File: src/rtl/fetch_stage_pkg.sv
// Shared IF-stage types: fetch FSM states, the IF/ID record and the bubble instruction.
package fetch_stage_pkg;

  localparam logic [31:0] NOP_INSTR = 32'h0000_0013;

  typedef enum logic [2:0] {
    IDLE,
    REQ,
    WAIT,
    HOLD,
    DROP
  } fetch_state_t;

  typedef struct packed {
    logic [31:0] instr;
    logic [31:0] pc;
    logic [31:0] pc_plus4;
    logic        valid;
  } if_id_t;

  function automatic logic [31:0] word_align(input logic [31:0] addr);
    return {addr[31:2], 2'b00};
  endfunction

endpackage

File: src/rtl/fetch_stage_if_id_reg.sv
// IF/ID pipeline register, 1-cycle latency: flush beats stall, stall freezes, and an
// unloaded cycle inserts a bubble while keeping the previous PC fields.
module fetch_stage_if_id_reg
  import fetch_stage_pkg::*;
#(
  parameter logic [31:0] BUBBLE_INSTR = 32'h0000_0013
) (
  input  logic   clk,
  input  logic   rst_n,
  input  logic   flush,
  input  logic   stall,
  input  logic   load,
  input  if_id_t din,
  output if_id_t q
);

  always_ff @(posedge clk or negedge rst_n) begin
    if (!rst_n) begin
      q.instr    <= BUBBLE_INSTR;
      q.pc       <= '0;
      q.pc_plus4 <= '0;
      q.valid    <= 1'b0;
    end else if (flush || (!stall && !load)) begin
      q.instr <= BUBBLE_INSTR;
      q.valid <= 1'b0;
    end else if (!stall) begin
      q <= din;
    end
  end

endmodule

File: src/rtl/fetch_stage.sv
// RV32I fetch: PC + single-outstanding imem handshake, at best one instruction per 2 cycles;
// a response that decode cannot take is parked in a one-entry hold buffer until stalls clear.
module fetch_stage #(
  parameter logic [31:0] RESET_PC  = 32'h0000_0000,
  parameter logic [31:0] NOP_INSTR = 32'h0000_0013
) (
  input  logic        clk,
  input  logic        rst_n,
  input  logic        stall_f,
  input  logic        stall_d,
  input  logic        flush_d,
  input  logic        pc_src_e,
  input  logic [31:0] pc_target_e,
  output logic        imem_req,
  output logic [31:0] imem_addr,
  input  logic        imem_ack,
  input  logic        imem_rvalid,
  input  logic [31:0] imem_rdata,
  output logic [31:0] instr_d,
  output logic [31:0] pc_d,
  output logic [31:0] pc_plus4_d,
  output logic        valid_d,
  output logic        fetch_wait
);

  import fetch_stage_pkg::*;

  fetch_state_t state, state_nxt;
  logic [31:0]  pc_f;
  logic [31:0]  hold_instr;
  logic         hold_valid;
  logic         take;
  logic         rsp;
  logic         deliver;
  logic         capture;
  if_id_t       if_id_din;
  if_id_t       if_id_q;

  // Decode can accept only when nothing upstream or downstream is holding it off.
  assign take    = !stall_d && !stall_f && !flush_d;
  assign rsp     = (state == WAIT) && imem_rvalid;
  assign deliver = !pc_src_e && take && (rsp || hold_valid);
  assign capture = rsp && !pc_src_e && !take;

  always_ff @(posedge clk or negedge rst_n) begin
    if (!rst_n) state <= IDLE;
    else        state <= state_nxt;
  end

  always_comb begin
    state_nxt = state;
    case (state)
      IDLE: state_nxt = REQ;
      REQ:  if (imem_ack) state_nxt = pc_src_e ? DROP : WAIT;
      WAIT: begin
        if (imem_rvalid)   state_nxt = (pc_src_e || take) ? REQ : HOLD;
        else if (pc_src_e) state_nxt = DROP;
      end
      HOLD: if (pc_src_e || take) state_nxt = REQ;
      DROP: if (imem_rvalid) state_nxt = REQ;
      default: state_nxt = IDLE;
    endcase
  end

  always_comb begin
    imem_req   = (state == REQ);
    imem_addr  = word_align(pc_f);
    fetch_wait = !deliver;
  end

  always_ff @(posedge clk or negedge rst_n) begin
    if (!rst_n) begin
      pc_f       <= RESET_PC;
      hold_instr <= NOP_INSTR;
      hold_valid <= 1'b0;
    end else begin
      if (pc_src_e)     pc_f <= word_align(pc_target_e);
      else if (deliver) pc_f <= pc_f + 32'd4;

      if (pc_src_e || deliver) begin
        hold_valid <= 1'b0;
      end else if (capture) begin
        hold_valid <= 1'b1;
        hold_instr <= imem_rdata;
      end
    end
  end

  assign if_id_din = '{instr:    hold_valid ? hold_instr : imem_rdata,
                       pc:       pc_f,
                       pc_plus4: pc_f + 32'd4,
                       valid:    1'b1};

  fetch_stage_if_id_reg #(
    .BUBBLE_INSTR(NOP_INSTR)
  ) u_if_id (
    .clk  (clk),
    .rst_n(rst_n),
    .flush(flush_d),
    .stall(stall_d),
    .load (deliver),
    .din  (if_id_din),
    .q    (if_id_q)
  );

  assign instr_d    = if_id_q.instr;
  assign pc_d       = if_id_q.pc;
  assign pc_plus4_d = if_id_q.pc_plus4;
  assign valid_d    = if_id_q.valid;

endmodule
File: config.mk
export PLATFORM = sky130hd
export DESIGN_NAME = fetch_stage
export DESIGN_NICKNAME = d
export VERILOG_FILES = /design/src/rtl/fetch_stage_pkg.sv /design/src/rtl/fetch_stage_if_id_reg.sv /design/src/rtl/fetch_stage.sv
export SDC_FILE = /design/constraint.sdc
export NUM_CORES = 1
export LEC_CHECK = 0
export CAP_MARGIN = 30
export CORE_MARGIN = 1.5
export CORE_UTILIZATION = 44
export CTS_CLUSTER_SIZE = 14
export DETAILED_ROUTE_END_ITERATION = 10
export PLACE_DENSITY_LB_ADDON = 0.15
export SLEW_MARGIN = 15
export SYNTH_ARGS = -nofsm -noshare
export SYNTH_HDL_FRONTEND = slang
export SYNTH_SLANG_ARGS = --single-unit
File: constraint.sdc
create_clock -name clk -period 1.7 [get_ports clk]
set_input_delay 0.17 -clock clk [delete_from_list [all_inputs] [get_ports clk]]
set_output_delay 0.17 -clock clk [all_outputs]
set_load 0.01 [all_outputs]
---- After elaboration in Yosys (flattened, before gate mapping) ----
Cells that the tools add are included.
storage, ports and cells
  register bits ........................... 165
  output and inout bits ................... 131
  input port bits ......................... 72
  logic and storage cells ................. 61
operators by class
  mux-type cells .......................... 16
  eq/ne operators ......................... 9
  $add $sub $neg .......................... 1
  reduce and logical (&&, ||, !) cells .... 24
  bitwise operators ....................... 3
operators by type and width
  kind                                                    number
  two-way mux 32 bit                                      4
  two-way mux 97 bit                                      1
  adder 32 x 3 -> 32 bit (second input constant)          1
  two-way mux 3 bit                                       6
  one-hot mux 3 bit (5 select lines)                      1
  logical AND 1 bit                                       8
  == test 3 x 2 -> 1 bit (second input constant)          2
  logical NOT 1 bit                                       6
  logical OR 1 bit                                        4
  inequality test 2 x 1 -> 1 bit (second input constant)  2
  inequality test 2 bit (second input constant)           2
  AND reduction 2 bit                                     2
  AND reduction 4 bit                                     1
  nonzero test 2 bit                                      2
  == test 3 x 1 -> 1 bit (second input constant)          1
  == test 3 bit (second input constant)                   1
  logical NOT 3 bit                                       1
  two-way mux 1 bit                                       3
  inequality test 3 bit (second input constant)           1
  NOT 1 bit                                               3
  two-way mux 2 bit                                       1

---- Longest topological paths before layout ----
  depth in word-level cells ............... 10
  gate-level depth with buffers ........... 8

---- Cells and area by module ----
Synthesis repeated with hierarchy kept, for this count alone.
second synthesis, totals
  cell total of the unflattened synthesis .. 708
  area total of the unflattened synthesis .. 8410.6 µm²
modules (own cells, without submodules)
  module                 cells each  times used  area each (µm²)
  fetch_stage            426         1           4274.1
  fetch_stage_if_id_reg  282         1           4136.5

---- Worst setup path after synthesis ----
No wires, ideal clock.
  path kind ............................... reg-to-reg
  start ................................... register state[2]
  end ..................................... register hold_instr[10]
  setup slack ............................. -79 ps
  stages on the path, launching flop included .. 6
  data arrival time ....................... 1654 ps
  buffers on the path ..................... 2
  setup time .............................. 125 ps
  clock period less this slack ............ 1779 ps
  path through ............................ dfrtp_1 -> buf_2 -> and4bb_2 -> nor3b_2 -> buf_4 -> mux2_2
on the way
  cells in the longest elaborated chain, start to end .. 7
  elaborated cells on any way between the ends .. 9
  classes of those cells .................. eq/ne: 1; bitwise: 1; reduce/logical: 7
ends and longest elaborated chain
  what                                      line               text
  start: declaration                        fetch_stage.sv:28  fetch_state_t state, state_nxt;
  start signal: assignment                  fetch_stage.sv:47  else state <= state_nxt;
  == test 3 x 2 -> 1 bit (*)                fetch_stage.sv:41  assign rsp = (state == WAIT) && imem_rvalid;
  logical AND 1 bit (*)                     fetch_stage.sv:41
  logical OR 1 bit                          fetch_stage.sv:42  assign deliver = !pc_src_e && take && (rsp || hold_valid);
  logical AND 1 bit                         fetch_stage.sv:42
  logical OR 1 bit                          fetch_stage.sv:80  if (pc_src_e || deliver) begin
  NOT 1 bit (no source line)                n/a
  AND reduction 2 bit (no source line) (*)  n/a
  end signal: assignment                    fetch_stage.sv:84  hold_instr <= imem_rdata;
  end: declaration                          fetch_stage.sv:30  logic [31:0] hold_instr;
Mark *: on every way between the ends. The rest lies on a longest branch, timed or not.
A chain may end at the register's enable or synchronous reset.

---- Final worst setup path ----
  start ................................... register state[1]
  end ..................................... output fetch_wait
on the way
  cells in the longest elaborated chain, start to end .. 5
ends and longest elaborated chain
  what                    line               text
  == test 3 x 2 -> 1 bit  fetch_stage.sv:41
  logical AND 1 bit       fetch_stage.sv:41
  logical OR 1 bit        fetch_stage.sv:42
  logical AND 1 bit       fetch_stage.sv:42
  logical NOT 1 bit       fetch_stage.sv:68  fetch_wait = !deliver;
  end: declaration        fetch_stage.sv:23  output logic fetch_wait
No other way between the ends.

==> results_dict.tcl <==
set metrics [dict create \
    die_w_um 134 \
    drc 0 \
    multiInputGateArea_um2 3470 \
    fin_crit_ns 1.79 \
    synth-xor-area-share 0.0661 \
    htree_num_levels 4 \
    worst-slew-pin-transition_ns 0.583 \
    wl_per_cell_um 17.8 \
    leakage_nw 4.94 \
    total_power_mw 11.5 \
    die_h_um 134 \
    cp.arrival_ns 1.62 \
    grt_setup_unrepaired "yes" \
    comb_power_share 0.242 \
    viasPerCell 5.13 \
    drv_cap 0 \
    slowest_delay_ns 0.37 \
    hold_path_class "in2reg" \
    synth-simple-area-share 0.124 \
    finalCritPeriodShare 1.05 \
    antenna_cells 0 \
    regArea_um2 4000 \
    yosys_register_bits 159 \
    syn2layout_area_growth_pct 49.6 \
    cp-start-kind "flip-flop" \
    fin_ws_ns -0.0909 \
    cp_cell_sequence "and4bb_2 -> o21a_4 -> nand2b_4 -> buf_2" \
    synth_cells 693 \
    fillers 1252 \
    cts_made_buffers 17 \
    clkSlewWorstSetupHoldPaths_ns 0.06 \
    top_level_ports 203 \
    dp_cells 1082 \
    dpl_cell_area_um2 9790 \
    p_int_mw 8.46 \
    synth_flop_cell "dfrtp_1" \
    drtIter0Drc 270 \
    drive_gt1_frac 0.263 \
    layout.cells.non_filler 1144 \
    crit_type "reg2out" \
    synthArstFlopShare 1.00 \
    hold_viol 0 \
    cts-root-buf "clkbuf_16" \
    syn_avg_cell_area_um2 10.9 \
    crit_buf_inv 1 \
    num_vias 5867 \
    dieArea_um2 18000 \
    core_area_um2 16700 \
    num_rows 47 \
    switchingPower_mw 3.03 \
    power.density_nw_per_um2 1020 \
    synth-compound-area-share 0.0689 \
    synth_seq_area_share 0.528 \
    cpMaxStageDelayCell "dfrtp_1" \
    synth_top_family_by_area "multiplexers" \
    cp-end-kind "output port" \
    track_usage 0.217 \
    crit_required_ns 1.53 \
    cp_top_family "simple AND/OR/NAND/NOR gates" \
    ant_nets 0 \
    grt_pass1_vias 5864 \
    synth_edf_count 0 \
    numPortBuffers 194 \
    syn_area_um2 7550 \
    antenna_found_initial 0 \
    seq_power_share 0.421 \
    violations "setup timing" \
    cts_num_sinks 159 \
    cp_max_fo 6 \
    cts_tree "yes" \
    swShare 0.264 \
    dp_hpwl_um 13000 \
    irDropWorstVdd_mv 0.694 \
    drt_wl_total_um 20400 \
    synthAdderAreaFrac 0.00166 \
    fmax_mhz 558 \
    final_max_slew_viol_count 0 \
    stdcell_area_um2 11300 \
    slew_headroom 0.612 \
    clk_latency_ns 0.42 \
    gp_routability_congestion 0.839 \
    yosysUniqueCellTypes 44 \
    start_util 0.452 \
    setup_violations 57 \
    dr.pass1.iters 4 \
    synthMuxAreaShare 0.139 \
    grt_pass1_wl_um 30500 \
    yosysWarnings 0 \
    clock_skew_ns 0.00971 \
    power_frac_clock 0.337 \
    overflow 0 \
    grt_max_degree 59 \
    nNetsFinal 984 \
    cts_buffer_depth 2 \
    status "complete, but fails checks" \
]
## power groups by stage
stage / Sequential (mW) / Clock, mW / Combinational [mW]
floorplan: 4.95 / 0 / 1.10
global placement: 4.83 / 0 / 2.40
detailed placement: 4.87 / 0 / 2.47
CTS: 4.82 / 3.97 / 2.57
global route: 4.91 / 4.13 / 2.98
finish: 4.83 / 3.88 / 2.78
## layout by cell type, fill, tap and decap left out, types with 6 or more instances in the layout
cell,count
clkdlybuf4s50_1,180
dfrtp_1,144
nand2_1,100
o21ai_0,52
mux2_4,51
buf_4,50
o21ai_1,37
xor2_1,36
mux2i_1,30
clkbuf_16,23
xnor2_1,18
nand4_1,16
mux2_2,15
buf_6,12
buf_12,11
nand3_1,10
dfrtp_2,9
nand3_2,8
nor2_1,8
dlymetal6s2s_1,8
and2_1,6
conb_1,6
dfstp_2,6
## final timing paths
| path | depth (start not counted) | from | slack, ns | end |
|---|---|---|---|---|
| max in group asynchronous | 3 | rst_n | 0.80 | pc_f[22] |
| max | 4 | state[1] | -0.09 | fetch_wait |
| min | 2 | pc_src_e | 0.09 | state[1] |
| min reg2reg | 2 | u_if_id.q[17] | 0.48 | u_if_id.q[17] |
| min in group asynchronous | 2 | rst_n | 0.23 | hold_instr[7] |
| max reg2reg | 6 | state[2] | -0.08 | hold_instr[29] |
## cell usage after synthesis, types with 2 or more instances
master,count,area share
dfrtp_1,153,0.51
nand2_1,102,0.051
o21ai_0,84,0.056
mux2_2,62,0.092
buf_4,42,0.042
xor2_1,39,0.045
mux2i_1,30,0.040
nand3_1,21,0.014
clkbuf_1,18,0.0089
xnor2_1,18,0.021
buf_2,16,0.011
nand4_1,16,0.013
nor2_1,12,0.0060
and4_1,7,0.0081
nor3_1,7,0.0046
o21ai_1,7,0.0046
and2_1,6,0.0050
dfstp_2,6,0.021
and3_1,5,0.0041
buf_6,5,0.0075
a21oi_1,4,0.0027
inv_1,3,0.0015
mux2_1,3,0.0045
buf_1,2,0.00099
clkbuf_2,2,0.0013
nand2b_1,2,0.0017
nor3_2,2,0.0027
o22ai_1,2,0.0017
or2_2,2,0.0017
## logic make-up after synthesis
| family | Yosys count |
|---|---|
| compound gates | 100 |
| xor+xnor | 57 |
| fa+ha+maj | 1 |
| buf+inv | 88 |
| flops | 159 |
| mux | 96 |
| other cells | 1 |
| simple gates | 191 |
## final cells by class
cell class,count,area share
sequential,159,0.354
multi-input combinational,452,0.307
timing repair buffer,278,0.260
clock buffer,22,0.0429
tap,220,0.0244
clock inverter,10,0.0111
inverter,3,0.000997
## worst register-to-register path, stage by stage (launching register included)
cell       delay, ns
dfrtp_1         0.38
and4bb_2        0.34
buf_6           0.11
nor3b_4         0.21
buf_6           0.15
clkbuf_16       0.17
mux2_4          0.30
## flip-flops by register name, indices dropped and copies added, names as in the netlist
name and count:
hold_instr 32, pc_f 30, state 3, u_if_id.q 93, hold_valid 1
## what timing repair did
action,in CTS,in global routing
gates cloned,2,9
hold buffers,1,0
setup endpoints to repair,74,124
pin swaps,2,20
setup buffers,7,11
gates resized for setup,29,136
endpoints found under the hold margin,34,0
## stage by stage
stage | TNS, ns | hold WS [ns] | util | worst slack [ns]
2_1_floorplan | -1.10 | -0.126 | - | -0.0362
3_3_place_gp | -24.82 | 0.0935 | 0.586 | -0.294
3_5_place_dp | -28.72 | 0.0986 | 0.586 | -0.309
4_1_cts | -2.93 | 0.0576 | 0.633 | -0.174
5_1_grt | -6.21 | 0.0976 | 0.676 | -0.142
6_report | -2.49 | 0.0882 | 0.676 | -0.0909
## metal layers
layer	GRT usage	vias to the layer above	routed length [um]
met3	0.0605	25	1320
li1	-	2753	-
met4	0.0737	0	326
met5	0	-	0
met1	0.272	2911	8560
met2	0.361	178	10100
No activity file was read; power rests on OpenSTA's default activity.
